File: src/rtl/serial_adder.sv
// Bit-serial adder: one full-adder step per clock, LSB first.
// Result and carry are registered and announced by a one-cycle done pulse.
module serial_adder #(
  parameter int WIDTH = 8
) (
  input  logic             clk,
  input  logic             rst,
  input  logic             start,
  input  logic [WIDTH-1:0] a,
  input  logic [WIDTH-1:0] b,
  output logic             busy,
  output logic             done,
  output logic [WIDTH-1:0] sum,
  output logic             carry_out
);

  localparam int CW = (WIDTH > 1) ? $clog2(WIDTH) : 1;

  localparam logic [1:0] S_IDLE  = 2'd0;
  localparam logic [1:0] S_SHIFT = 2'd1;
  localparam logic [1:0] S_DONE  = 2'd2;

  localparam logic [CW-1:0] LAST = CW'(WIDTH - 1);

  logic [1:0]       state_q, state_d;
  logic [WIDTH-1:0] a_q, a_d;
  logic [WIDTH-1:0] b_q, b_d;
  logic [WIDTH-1:0] r_q, r_d;
  logic             c_q, c_d;
  logic [CW-1:0]    cnt_q, cnt_d;
  logic [WIDTH-1:0] sum_q, sum_d;
  logic             co_q, co_d;
  logic             busy_q, busy_d;
  logic             done_q, done_d;

  logic s_bit;
  logic c_nxt;
  logic [WIDTH-1:0] r_nxt;

  assign s_bit = a_q[0] ^ b_q[0] ^ c_q;
  assign c_nxt = (a_q[0] & b_q[0]) | (c_q & (a_q[0] ^ b_q[0]));
  assign r_nxt = {s_bit, r_q[WIDTH-1:1]};

  always_comb begin
    state_d = state_q;
    a_d     = a_q;
    b_d     = b_q;
    r_d     = r_q;
    c_d     = c_q;
    cnt_d   = cnt_q;
    sum_d   = sum_q;
    co_d    = co_q;
    busy_d  = 1'b0;
    done_d  = 1'b0;
    case (state_q)
      // DONE accepts start exactly like IDLE for back-to-back adds
      S_IDLE, S_DONE: begin
        state_d = S_IDLE;
        if (start) begin
          a_d     = a;
          b_d     = b;
          c_d     = 1'b0;
          cnt_d   = '0;
          busy_d  = 1'b1;
          state_d = S_SHIFT;
        end
      end
      S_SHIFT: begin
        a_d    = a_q >> 1;
        b_d    = b_q >> 1;
        c_d    = c_nxt;
        r_d    = r_nxt;
        busy_d = 1'b1;
        if (cnt_q == LAST) begin
          sum_d   = r_nxt;
          co_d    = c_nxt;
          done_d  = 1'b1;
          busy_d  = 1'b0;
          state_d = S_DONE;
        end else begin
          cnt_d = cnt_q + CW'(1);
        end
      end
      default: begin
        state_d = S_IDLE;
      end
    endcase
  end

  always_ff @(posedge clk) begin
    if (rst) begin
      state_q <= S_IDLE;
      a_q     <= '0;
      b_q     <= '0;
      r_q     <= '0;
      c_q     <= 1'b0;
      cnt_q   <= '0;
      sum_q   <= '0;
      co_q    <= 1'b0;
      busy_q  <= 1'b0;
      done_q  <= 1'b0;
    end else begin
      state_q <= state_d;
      a_q     <= a_d;
      b_q     <= b_d;
      r_q     <= r_d;
      c_q     <= c_d;
      cnt_q   <= cnt_d;
      sum_q   <= sum_d;
      co_q    <= co_d;
      busy_q  <= busy_d;
      done_q  <= done_d;
    end
  end

  assign busy      = busy_q;
  assign done      = done_q;
  assign sum       = sum_q;
  assign carry_out = co_q;

endmodule

File: config.mk
export PLATFORM = sky130hd
export DESIGN_NAME = serial_adder
export DESIGN_NICKNAME = d
export VERILOG_FILES = /design/src/rtl/serial_adder.sv
export SDC_FILE = /design/constraint.sdc
export NUM_CORES = 1
export LEC_CHECK = 0
export CORE_ASPECT_RATIO = 1.2
export CORE_MARGIN = 1
export CORE_UTILIZATION = 35
export DETAILED_ROUTE_END_ITERATION = 8
export GPL_ROUTABILITY_DRIVEN = 1
export PLACE_DENSITY = 0.6
export RECOVER_POWER = 50
export SLEW_MARGIN = 20
export SYNTH_ARGS = -nofsm -noshare
export SYNTH_HDL_FRONTEND = slang
export SYNTH_SLANG_ARGS = --single-unit
File: constraint.sdc
create_clock -name clk -period 1.8 [get_ports clk]
set_clock_uncertainty 0.05 [all_clocks]
set_input_delay 0.18 -clock clk [delete_from_list [all_inputs] [get_ports clk]]
set_output_delay 0.18 -clock clk [all_outputs]
set_load 0.02 [all_outputs]
==> flow_summary_export.csv, run 1 <==
group,metric,value,unit
outcome,status,"complete, no violations",
worst_setup_path,crit_path_max_fanout,5,
sta,hold_viol,0,
logic_synthesis,synth_top_family_by_area,"simple AND/OR/NAND/NOR gates",
worst_hold_path,min-delay-path-class,"input port to register",
worst_setup_path,slowest_stage,"or3b_1",
worst_setup_path,cp-end-kind,"register",
global_routing,antenna_found_initial,0,
logic_synthesis,syn-instance-count,178,
sta,slew_headroom,59.2,%
cells_and_area,fillers,414,
clock_network,cts_tree,"yes",
global_routing,met3_usage,4.24,%
clock_network,worstSkewPairLatency,290,ps
die,die-area,4740,um^2
logic_synthesis,netlist.area_leader.share,51.2,%
sta,drv_slew,0,
die,core_area,4260,um^2
clock_network,cts_made_buffers,5,
logic_synthesis,synth_compound_area_share,13.3,%
drt,drc,0,
logic_synthesis,muxShareOfSynthArea,0,%
sta,setup_tns,0,ps
sta,fmax,630,MHz
sta,fin_crit_sh,88.2,%
worst_setup_path,regToRegSetupSlack,210,ps
logic_synthesis,syn_avg_cell_area,8.78,um^2
logic_synthesis,ys_ff_latch,40,
clock_network,htreeDepth,2,
worst_setup_path,path_buf_inv,0,
placed_design,routabilityCongestion,0.710,
die,num_rows,26,
die,die_y,75.2,um
drt,drt_first_pass_iters,4,
logic_synthesis,synth_flop_cell,"dfxtp_1",
cells_and_area,syn_to_final_growth,27.1,%
cells_and_area,drive_gt1_share,10.2,%
sta,setup_viol,0,
clock_network,hold_buffers,0,
drt,drtIter0Drc,109,
worst_setup_path,worstPathCellList,"ha_1, ha_1, or3b_1, nand3_1, a21oi_1",
clock_network,cts_root_buf,"clkbuf_8",
logic_synthesis,yosys_warnings,0,
job,cap_violations,0,
logic_synthesis,synth_area_leader_cell,"dfxtp_1",
logic_synthesis,synth_edf_count,0,
worst_setup_path,cp.arrival,1720,ps
die,die_width,63,um
placed_design,dpl.hpwl,2230,um
worst_setup_path,required,1930,ps
worst_setup_path,cp_top_family,"simple AND/OR/NAND/NOR gates",
cells_and_area,antenna_cells,0,
worst_setup_path,slowest_delay,450,ps
sta,rsz0062_at_grt,"false",
drt,wl,3460,um
die,ioPinCount,30,
global_routing,grt_overflow,0,
sta,tightest_slew,612,ps
drt,ant_nets,0,
logic_synthesis,synth_seq_area_share,51.2,%
logic_synthesis,synthAdderAreaFrac,2.88,%
logic_synthesis,synthSimpleGateAreaFrac,27.1,%
power,power.density,904,nW/um^2
drt,via_per_inst,5.06,
die,start_util,36.7,%
drt,wl_per_cell,13.2,um
global_routing,grtUsageTotal,16.3,%
placed_design,port_buffers,29,
global_routing,grt_pass1_wl,5680,um
clock_network,clock-sinks,40,
logic_synthesis,async_reset_ff_share,0,%
logic_synthesis,yosys-top-cells-area,"dfxtp_1 51%, a21oi_1 7.7%, nand2_1 6.7%",
worst_setup_path,critical_path_class,"register to register",
worst_setup_path,cpMostUsedCell,"ha_1",
placed_design,place_ws,146,ps
logic_synthesis,synth_common_cells,"40 x dfxtp_1, 28 x nand2_1, 24 x a21oi_1, 20 x nor3_1, 15 x nand3_1",
global_routing,met2_usage,28.3,%
logic_synthesis,synth_cell_type_count,21,
cells_and_area,fin_nets,226,
clock_network,clock_path_buffers,2,
power,ir_drop,0.378,mV
clock_network,clkTransAtPathRegs,70,ps
sta,min_period,1590,ps
global_routing,grt_max_degree,41,
global_routing,grt_use_met1,17.5,%
logic_synthesis,synthMostInstantiatedCell,"dfxtp_1",
global_routing,grt-busiest-layer,"met2",
drt,vias,1320,
sta,setup_slack,213,ps
logic_synthesis,netlist_area,1560,um^2
worst_setup_path,crit_path_start_kind,"register",
power,power.leakage,0.688,nW
global_routing,grt_pass1_vias,1246,
logic_synthesis,synth_nets,200,
logic_synthesis,synthXorXnorAreaFrac,0,%
worst min-delay path, cell delays in order:
cell,delay [ps]
clkdlybuf4s50_1,400
nand2_1,60
a21oi_1,50
per-layer routing:
layer,share of wire [%],wire length (um)
met1,43,1480
met2,50,1730
met3,4.3,147
met4,2.7,95
met5,0,0
flip-flops by register name (all words and copies together) (netlist names):
register / count
state_q: 2
r_q: 7
done: 1
a_q: 8
busy: 1
c_q: 1
b_q: 8
cnt_q: 3
carry_out: 1
sum: 8
layout by cell type (no fill, tap or decap):
cell and count:
a21oi_1 24, and2b_1 1, buf_12 1, buf_4 3, clkbuf_1 2, clkbuf_2 2, clkbuf_8 6, clkdlybuf4s50_1 28
dfxtp_1 40, dlygate4sd3_1 1, fa_1 1, ha_1 2, nand2_1 28, nand2b_1 3, nand3_1 15, nand3b_1 1
nor2_1 2, nor2b_1 1, nor3_1 20, nor3_2 8, nor3b_2 1, o22ai_1 14, or3b_1 1
through the flow:
stage	area [um^2]	total power [mW]	std cells	hold WS [ps]	util, %
6_report	1990	1.80	261	398	46.6
5_1_grt	1990	1.89	261	410	46.6
4_1_cts	1990	1.82	261	391	46.6
3_5_place_dp	1900	1.21	253	397	44.5
3_3_place_gp	1900	1.20	253	394	44.5
2_1_floorplan	1560	1.13	178	266	-
layout make-up:
class | instances | area [um^2] | share of cell area (%)
Multi-Input combinational cell | 122 | 682 | 34.3
Timing Repair Buffer | 35 | 343 | 17.3
Tap cell | 56 | 70.1 | 3.53
Sequential cell | 40 | 801 | 40.3
Clock buffer | 8 | 90.1 | 4.54
kinds of logic after synthesis:
family	count (synthesis)
AOI/OAI and AO/OA	38
adders and majority gates	3
buffers and inverters	16
DFF	40
and+or+nand+nor	81
path summary, 6_finish.rpt:
check             from   endpoint  depth (start not counted)
max           cnt_q[0]   cnt_q[2]                          5
max reg2reg   cnt_q[0]   cnt_q[2]                          5
min               b[7]     b_q[7]                          3
min reg2reg  carry_out  carry_out                          2
what timing repair did:
action | 4_1_cts | 5_1_grt
buffers inserted | 0 | 0
resized for setup | 0 | 1
setup endpoints to repair | 0 | 1
report_power, final:
part | internal, mW | leakage (nW) | total [mW] | switching [mW]
Clock | 0.312 | 0.0455 | 0.606 | 0.293
Sequential | 0.930 | 0.327 | 0.955 | 0.0256
Combinational | 0.109 | 0.316 | 0.235 | 0.126
Total | 1.35 | 0.688 | 1.80 | 0.444
(Power assumes the default switching activity.)
==> run 2: changes to the inputs <==
--- a/config.mk
+++ b/config.mk
@@ -6,7 +6,6 @@
 export NUM_CORES = 1
 export LEC_CHECK = 0
 export CORE_ASPECT_RATIO = 1.2
-export CORE_MARGIN = 1
 export CORE_UTILIZATION = 35
 export DETAILED_ROUTE_END_ITERATION = 8
 export GPL_ROUTABILITY_DRIVEN = 1
==> results of run 2 <==
The final DEF is identical to that of run 1; final timing and power are the same.
